<file path="src/rtl/uart_tx_pkg.sv">
// Shared UART definitions: FSM state encodings, default frame parameters and
// a counter-width helper. Intended to be imported by both uart_tx and uart_rx.
package uart_tx_pkg;

  // Default frame shape: 8 data bits, 16 oversample ticks per bit, one stop bit.
  localparam int SIZEDATA_DEF   = 8;
  localparam int OVERSAMPLE_DEF = 16;
  localparam int SB_TICK_DEF    = 16;

  // Two-bit state encoding shared with the receiver.
  typedef enum logic [1:0] {
    ST_IDLE  = 2'd0,
    ST_START = 2'd1,
    ST_DATA  = 2'd2,
    ST_STOP  = 2'd3
  } tx_state_e;

  // Bits needed to hold values 0 .. n-1 (at least one bit).
  function automatic int cnt_width(input int n);
    return (n > 1) ? $clog2(n) : 1;
  endfunction

endpackage

</file>
<file path="src/rtl/uart_tx.sv">
// Serial UART transmitter.
// Sends 1 start bit (0), SIZEDATA data bits LSB-first, then a stop bit (1).
// Bit timing comes from the external oversample strobe i_tick: each start/data
// bit lasts OVERSAMPLE ticks and the stop bit lasts SB_TICK ticks.
//
// Ports:
//   i_clock     system clock, all logic on posedge
//   i_reset     synchronous active-high reset
//   i_tick      one-cycle oversample strobe from the baud generator
//   i_tx_start  request to send i_tx_data (level, sampled each clock in IDLE)
//   i_tx_data   byte to send, captured when a start is accepted
//   o_tx        serial line, idles high
//   o_tx_busy   high while a frame is in progress
//   o_tx_done   one-cycle pulse when a frame completes
module uart_tx
  import uart_tx_pkg::*;
#(
  parameter int SIZEDATA   = SIZEDATA_DEF,
  parameter int OVERSAMPLE = OVERSAMPLE_DEF,
  parameter int SB_TICK    = SB_TICK_DEF
) (
  input  logic                i_clock,
  input  logic                i_reset,
  input  logic                i_tick,
  input  logic                i_tx_start,
  input  logic [SIZEDATA-1:0] i_tx_data,
  output logic                o_tx,
  output logic                o_tx_busy,
  output logic                o_tx_done
);

  // Tick counter must reach the larger of the two per-bit tick budgets.
  localparam int TW = cnt_width((OVERSAMPLE > SB_TICK) ? OVERSAMPLE : SB_TICK);
  localparam int BW = cnt_width(SIZEDATA);

  localparam logic [TW-1:0] OS_LAST  = TW'(OVERSAMPLE - 1);
  localparam logic [TW-1:0] SB_LAST  = TW'(SB_TICK - 1);
  localparam logic [BW-1:0] BIT_LAST = BW'(SIZEDATA - 1);

  tx_state_e             state_q;
  logic [TW-1:0]         tick_cnt_q;
  logic [BW-1:0]         bit_cnt_q;
  logic [SIZEDATA-1:0]   shreg_q;
  logic                  tx_q;
  logic                  busy_q;
  logic                  done_q;

  // Shift register contents after the current bit has been sent; its LSB is
  // the next bit to drive, so the registered line stays aligned with the shift.
  logic [SIZEDATA-1:0]   shreg_next;
  assign shreg_next = shreg_q >> 1;

  // NOTE: every register here, including the shift register, is reset so the
  // line and status outputs are defined from the first clock after reset.
  always_ff @(posedge i_clock) begin
    if (i_reset) begin
      state_q    <= ST_IDLE;
      tick_cnt_q <= '0;
      bit_cnt_q  <= '0;
      shreg_q    <= '0;
      tx_q       <= 1'b1;
      busy_q     <= 1'b0;
      done_q     <= 1'b0;
    end else begin
      // NOTE: default-low assignment ahead of the case makes done a single-cycle
      // pulse; the STOP branch overrides it only on the completing tick.
      done_q <= 1'b0;
      unique case (state_q)
        ST_IDLE: begin
          // A tick arriving with the accepted start is deliberately not counted,
          // so the start bit always spans a full OVERSAMPLE ticks.
          if (i_tx_start) begin
            shreg_q    <= i_tx_data;
            tick_cnt_q <= '0;
            tx_q       <= 1'b0;
            busy_q     <= 1'b1;
            state_q    <= ST_START;
          end
        end
        ST_START: begin
          if (i_tick) begin
            if (tick_cnt_q == OS_LAST) begin
              tick_cnt_q <= '0;
              bit_cnt_q  <= '0;
              tx_q       <= shreg_q[0];
              state_q    <= ST_DATA;
            end else begin
              tick_cnt_q <= tick_cnt_q + TW'(1);
            end
          end
        end
        ST_DATA: begin
          if (i_tick) begin
            if (tick_cnt_q == OS_LAST) begin
              tick_cnt_q <= '0;
              shreg_q    <= shreg_next;
              if (bit_cnt_q == BIT_LAST) begin
                tx_q    <= 1'b1;
                state_q <= ST_STOP;
              end else begin
                bit_cnt_q <= bit_cnt_q + BW'(1);
                tx_q      <= shreg_next[0];
              end
            end else begin
              tick_cnt_q <= tick_cnt_q + TW'(1);
            end
          end
        end
        ST_STOP: begin
          if (i_tick) begin
            if (tick_cnt_q == SB_LAST) begin
              tick_cnt_q <= '0;
              busy_q     <= 1'b0;
              done_q     <= 1'b1;
              state_q    <= ST_IDLE;
            end else begin
              tick_cnt_q <= tick_cnt_q + TW'(1);
            end
          end
        end
        default: state_q <= ST_IDLE;
      endcase
    end
  end

  assign o_tx      = tx_q;
  assign o_tx_busy = busy_q;
  assign o_tx_done = done_q;

endmodule
</file>
<file path="config.mk">
export PLATFORM = sky130hd
export DESIGN_NAME = uart_tx
export DESIGN_NICKNAME = d
export VERILOG_FILES = /design/src/rtl/uart_tx_pkg.sv /design/src/rtl/uart_tx.sv
export SDC_FILE = /design/constraint.sdc
export NUM_CORES = 1
export LEC_CHECK = 0
export ABC_CLOCK_PERIOD_IN_PS = 6200
export CORE_ASPECT_RATIO = 0.75
export CORE_MARGIN = 4
export CORE_UTILIZATION = 45
export CTS_CLUSTER_SIZE = 14
export DETAILED_ROUTE_END_ITERATION = 8
export PLACE_DENSITY_LB_ADDON = 0.12
export SLEW_MARGIN = 20
export SYNTH_ARGS = -nofsm -noshare
export SYNTH_HDL_FRONTEND = slang
export SYNTH_SLANG_ARGS = --single-unit
</file>
<file path="constraint.sdc">
create_clock -name i_clock -period 6.2 [get_ports i_clock]
set_input_delay 0.62 -clock i_clock [delete_from_list [all_inputs] [get_ports i_clock]]
set_output_delay 0.62 -clock i_clock [all_outputs]
set_load 0.05 [all_outputs]
</file>
---- Word-level counts from Yosys, hierarchy flattened ----
Cells that the tools add are included.
storage, ports and cells
  register bits ........................... 20
  output and inout bits ................... 3
  word-level logic and storage cells ...... 74
operators by class
  add/subtract/negate cells ............... 2
  equal/unequal tests ..................... 15
  muxes and demuxes ....................... 35
  bitwise gates (word level) .............. 2
  reduce and logical (&&, ||, !) cells .... 13
operator list
  operator                                                         number
  8-bit two-way mux                                                3
  2-bit != test, second input constant                             9
  2-bit two-way mux                                                8
  8-bit case mux with 2 select lines                               1
  3-bit two-way mux                                                5
  4-bit two-way mux                                                3
  6-bit AND reduction                                              2
  1-bit two-way mux                                                10
  2-bit case mux with 4 select lines                               1
  4-bit case mux with 2 select lines                               1
  4-bit AND reduction                                              2
  8-bit AND reduction                                              1
  3-bit case mux with 2 select lines                               1
  2-bit nonzero test                                               3
  3-bit OR reduction                                               2
  4-bit by 1-bit adder with 4-bit output, second input constant    1
  2-bit == test, second input constant                             2
  4-bit == test, second input constant                             1
  3-bit by 1-bit adder with 3-bit output, second input constant    1
  3-bit == test, second input constant                             1
  1-bit case mux with 3 select lines                               1
  3-bit nonzero test                                               1
  2-bit by 1-bit == test with 1-bit output, second input constant  1
  2-bit logical NOT                                                1
  other kinds (4)                                                  5

---- Depth between registers and ports, before layout ----
  word-level depth ........................ 5
  gate-level depth with buffers ........... 8
  mapped depth without buffers ............ 6

---- Worst setup path after synthesis ----
OpenSTA, ideal clock, no wires.
  path kind ............................... reg2reg
  start ................................... register state_q[0]
  end ..................................... register tx_q (netlist: o_tx)
  setup time .............................. 0.122 ns
  arrival time ............................ 1.842 ns
  data required time ...................... 6.078 ns
  slack ................................... 4.236 ns
  stages on the path, launching flop included .. 8
  cell sequence ........................... dfxtp_1 -> inv_1 -> ha_1 -> buf_2 -> or2_2 -> a2111oi_2 -> nor2b_1 -> a311o_1
on the way
  word-level cells in the longest chain between the ends .. 3
ends and longest elaborated chain
  item                                                                  RTL line        RTL
  start: declaration                                                    uart_tx.sv:40   tx_state_e state_q;
  start signal: assignment                                              uart_tx.sv:57   state_q <= ST_IDLE;
  start signal: assignment                                              uart_tx.sv:77   state_q <= ST_START;
  start signal: assignment                                              uart_tx.sv:86   state_q <= ST_DATA;
  2-bit by 1-bit == test with 1-bit output (tied with other cells)      uart_tx.sv:68   unique case (state_q)
  2-bit != test (no source line) or 3-bit nonzero test (tied branches)  n/a
  6-bit AND reduction (no source line)                                  n/a
  end signal: assignment                                                uart_tx.sv:85   tx_q <= shreg_q[0];
  end signal: assignment                                                uart_tx.sv:102  tx_q <= shreg_next[0];
  end: declaration                                                      uart_tx.sv:44   logic tx_q;
Several ways; a longest one is shown, not always the timed one.
A chain may end at the register's enable or synchronous reset.

---- Final worst setup path ----
  start ................................... register state_q[0]
  end ..................................... register state_q[0]
on the way
  word-level cells in the longest chain between the ends .. 3
ends and longest elaborated chain
  item                                   RTL line
  2-bit == test (tied with other cells)  uart_tx.sv:68
  2-bit != test (no source line)         n/a
  8-bit AND reduction (no source line)   n/a
Several ways; a longest one is shown, not always the timed one.

==> metrics.yaml <==
clk_pin_slew_worst_paths_ps: 120
async_flop_share_pct: 0
place_area_mm2: 0.00131
critPathLaunchType: "register"
synth_compound_area_share_pct: 23.4
postCtsResizedCells: 0
r2r.worst_path.cells: 6
drt_iter0_drc: 80
num_vias: 955
syn_avg_cell_area_um2: 9.22
ys_seq_elements: 20
grt_overflow: 0
synth_area_leaders: "dfxtp_1 (35%), ha_1 (11%), mux2i_1 (7.0%), a21oi_1 (3.9%), nor2_1 (3.6%)"
vias_per_cell: 5.55
ios: 15
setup_viol: 0
worst_pin_slew_ps: 830
rrSetupSlack_ps: 3830
r2r_end: "state_q[0]"
synth.net_count: 146
grt_max_degree: 23
synth.most_common_cell: "dfxtp_1"
ant_nets: 0
drtPass1Iterations: 4
syn-cell-area_mm2: 0.00114
clockBufferDepth: 2
finalCritPeriodShare_pct: 38.3
core_mm2: 0.00236
path_class: "reg2reg"
peakVddDrop_v: 0.000238
area_growth_pct: 18.8
synth_cells: 124
post-route-util_pct: 57.5
insertedDiodeCount: 0
hold_ws_ps: 489
hold_path.startpoint: "shreg_q[7]"
fp.dieH_um: 51.7
synth_top_family_by_area: "compound AO/OA/AOI/OAI gates"
num_rows: 15
synth_ff_type: "dfxtp_1"
cts_tree: "done"
antenna_found_initial: 0
place_congestion: 0.781
finalNonFillerCells: 172
dieWidth_um: 66.2
status: "finished clean"
cap_violations: 0
synthXorXnorAreaFrac_pct: 0
max_slew_margin_pct: 44.5
synth_commonest_cells: "dfxtp_1 (20), nor2_1 (11), ha_1 (10)"
rsz0062_at_grt: "false"
min_delay_path_depth: 2
io_buffers: 14
synth_cell_types: 37
track_usage_pct: 16.2
drc: 0
fin_setup_tns_ps: 0
nets: 161
p_per_area_mw_per_mm2: 441
yosysSeqAreaShare_pct: 35.0
worstPathMaxFanout: 17
start_util_pct: 48.4
drive_above_1_share_pct: 10.1
fmax_mhz: 421
hold_viol: 0
synthAdderAreaFrac_pct: 10.9
dieArea_mm2: 0.00342
min_to: "shreg_q[7]"
post_cts_buffers: 0
rr_startpoint: "state_q[0]"
synth_largest_area_cell: "dfxtp_1"
hold_class: "reg2reg"
insertion_delay_ps: 310
synth-warning-count: 0
cts_num_sinks: 20
yosys.area_share.simple_pct: 19.3
holdBufCountCts: 0
dp.cells: 168
synth.mux.area_fraction_pct: 7.00
totalWireLength_um: 2400
numCtsBuffers: 3
cts_max_level: 1
skew_ps: 8.07
slew_violations: 0
cp.required_ps: 6350
crit_path_end_kind: "register"
routedWlPerCell_um: 13.9
place.detailed.hpwl_um: 1740
yosysTopAreaCellShare_pct: 35.0
grt_pass1_vias: 917
final_area_mm2: 0.00136
grt_pass1_wl_um: 4240
cts_root_buf: "clkbuf_4"
synth_edf_count: 0
p_leak_nw: 0.512
cp.arrival_ps: 2530
post-route-min-period_ps: 2370
-- state kept, by name, indices dropped and copies added (netlist names) --
register    count
tick_cnt_q      4
o_tx_busy       1
bit_cnt_q       3
o_tx            1
o_tx_done       1
shreg_q         8
state_q         2
-- cell usage in the layout (no fill, tap or decap), types with 2 or more instances in the layout --
cell type / instances
nor2_1: 11
clkdlybuf4s50_1: 14
mux2i_1: 8
nand4b_1: 3
ha_1: 10
dfxtp_1: 20
inv_1: 5
nand2_1: 5
clkbuf_4: 3
nor4_1: 2
or4_1: 2
o21ai_0: 8
a211oi_1: 5
a211oi_2: 3
nor2b_1: 4
nand2b_1: 6
a21oi_1: 9
-- metrics by stage --
stage | worst slack [ps] | power [mW]
2_1_floorplan | 4240 | 0.430
3_3_place_gp | 3850 | 0.484
3_5_place_dp | 3780 | 0.495
4_1_cts | 3810 | 0.605
5_1_grt | 3540 | 0.654
6_report | 3830 | 0.600
-- cell families after synthesis --
group	after synthesis
simple gates	39
mux	8
buf+inv	11
compound gates	36
flops	20
fa+ha+maj	10
-- worst max-delay path by stage --
| stage | startpoint | to | slack, ps |
|---|---|---|---|
| 4_1_cts | state_q[0] | state_q[1] | 3810 |
| 2_1_floorplan | state_q[0] | o_tx | 4240 |
| 5_1_grt | state_q[0] | state_q[0] | 3540 |
| 3_3_place_gp | i_tx_start | tick_cnt_q[2] | 3850 |
| 6_report | state_q[0] | state_q[0] | 3830 |
| 3_5_place_dp | i_tx_start | tick_cnt_q[2] | 3780 |
-- power by group --
part	leakage, nW	internal, mW	switching, mW
clock network	0.0279	0.0654	0.0421
logic	0.320	0.130	0.171
registers	0.164	0.166	0.0256
total	0.512	0.361	0.239
-- area by class of cell --
cell class              instances  area, um^2
flip-flops and latches         20         400
fillers                       227        1010
clock inverters                 1        30.0
inverters                       6        22.5
well taps                      34        42.5
multi-input cells              93         693
clock buffers                   3        22.5
repair buffers                 15         148
-- critical path, cell delays in order, from the launching register on --
cell and delay (ps):
dfxtp_1 400, inv_1 120, ha_1 470, or2_2 410, o21a_1 190, nor4_1 470
a211oi_1 160
-- layer usage --
metal,routed length [um],vias to the layer above,GRT usage (%)
met3,82,2,4.75
met5,0,-,0
met2,1100,17,25.2
met4,19,0,5.07
li1,-,484,-
met1,1200,452,21.6
No activity file was read; power rests on OpenSTA's default activity.
==> patch, RTL diff (same flow settings) <==
Set the package constant `SIZEDATA_DEF` to 16 (it was 8).
--- a/src/rtl/uart_tx_pkg.sv
+++ b/src/rtl/uart_tx_pkg.sv
@@ -3,7 +3,7 @@
 package uart_tx_pkg;
 
   // Default frame shape: 8 data bits, 16 oversample ticks per bit, one stop bit.
-  localparam int SIZEDATA_DEF   = 8;
+  localparam int SIZEDATA_DEF   = 16;
   localparam int OVERSAMPLE_DEF = 16;
   localparam int SB_TICK_DEF    = 16;
 
Interface: changed (resized i_tx_data); port bits go from 15 to 23. The function was not compared with the original's and may differ.
==> patch against the unedited design <==
Synthesized area grew 48%. Worst hold slack lost 0.0014 ns. Critical path depth is the same. Design area grew 49%. Wire length grew 48%. Power grew 39%. Synthesized cell count grew 43%. Sequential cell count grew 9. Worst setup slack gained 0.057 ns. First-iteration DRC count grew 29%. Fmax grew 2.5%. Sequential power grew 40%. Combinational power grew 41%. Largest power group unchanged.
==> patch: results (changes against the unedited design) <==
stage	metric	value	unit	change
layout	Layout Nets	228		+42%
grt	largest net degree at the start of global routing	34		+48%
layout	max reg flops	16		+8
worst_setup_path	Arr. time, crit path	2.51	ns	-0.02 ns
layout	layout cells sized above 1	18.0	%	+7.9 points
worst_setup_path	Worst setup startpoint	i_tick		
pwr	P_comb	423	uW	+41%
pwr	power share of the sequential group	32.1	%	about the same
cts	CTS sink count	29		+45%
detailed_routing	Initial DRC Count	103		+29%
logic_synthesis	Avg Cell Area, Syn	9.55	um^2	+3.6%
pwr	peak supply drop	0.000224	V	-5.8%
detailed_routing	first-pass iteration count of the detailed router	5		+1
cts	Worst-path clk slew	0.06	ns	-0.06 ns
detailed_routing	WL met1	1760	um	+47%
status	status	finished, final reports clean		
place	dpl cells	242		+44%
detailed_routing	Vias/cell	5.42		-2.3%
logic_synthesis	Seq/Total Area, Yosys	34.3	%	-0.67 points
place	Setup WS pre-CTS	3.60	ns	-0.173 ns
logic_synthesis	Synth Area in Compound Gates	26.3	%	+2.9 points
worst_setup_path	Worst R2R Path Depth	8		+2
pwr	seq pwr	268	uW	+40%
timing	clk_skew	0.00575	ns	-0.00232 ns
cts	CTS H-Tree Depth	2		+1
place	DP HPWL	2570	um	+48%
logic_synthesis	Area contributors post-synth	dfxtp_1, a211oi_2, mux2i_1, ha_1, nor2_1		
logic_synthesis	mux cell area share after synthesis	9.47	%	+2.5 points
pwr	Lkg Pwr	0.000700	uW	+37%
grt	met1 track demand over resource	20.5	%	-1.1 points
layout	fin cells	250		+45%
layout	multi-input logic area	1030	um^2	+48%
layout	buffering overhead	12.0	%	+1.2 points
detailed_routing	WL final	3560	um	+48%
logic_synthesis	Net Count, Synth	206		+41%
pwr	switching share of power	41.7	%	+2.0 points
detailed_routing	WL met2	1640	um	+49%
grt	total global-route track usage	15.5	%	-0.72 points
layout	Multi-input comb cells	132		+42%
logic_synthesis	post-synthesis cell type count	40		+8.1%
layout	Seq/total area	28.7	%	-0.72 points
detailed_routing	met3 wire len	133	um	+62%
patch: cell count changes in the layout (fill, tap and decap cells not counted), moves of 3 or more:
cell,delta
a211oi_1,-4
a211oi_2,+11
a21oi_1,+3
clkbuf_4,-3
clkbuf_8,+5
clkdlybuf4s50_1,+8
dfxtp_1,+9
mux2i_1,+8
nand2_1,+3
nand2b_1,-3
nand3_1,+4
nor2_1,+8
nor2_2,+4
patch: worst min-delay path by stage:
stage	from	end	slack (ns)	cells after the start
6_report	o_tx	o_tx	0.49	2
2_1_floorplan	bit_cnt_q[1]	bit_cnt_q[1]	0.45	2
3_5_place_dp	o_tx	o_tx	0.47	2
3_3_place_gp	o_tx	o_tx	0.46	2
5_1_grt	bit_cnt_q[1]	bit_cnt_q[1]	0.51	2
4_1_cts	bit_cnt_q[1]	bit_cnt_q[1]	0.49	2
patch: critical path: cells and delay by family:
kind | cells | cell delay [ns]
AO/OA/AOI/OAI | 2 | 0.40
buffers and inverters | 2 | 1.19
AND/OR/NAND/NOR | 2 | 0.28
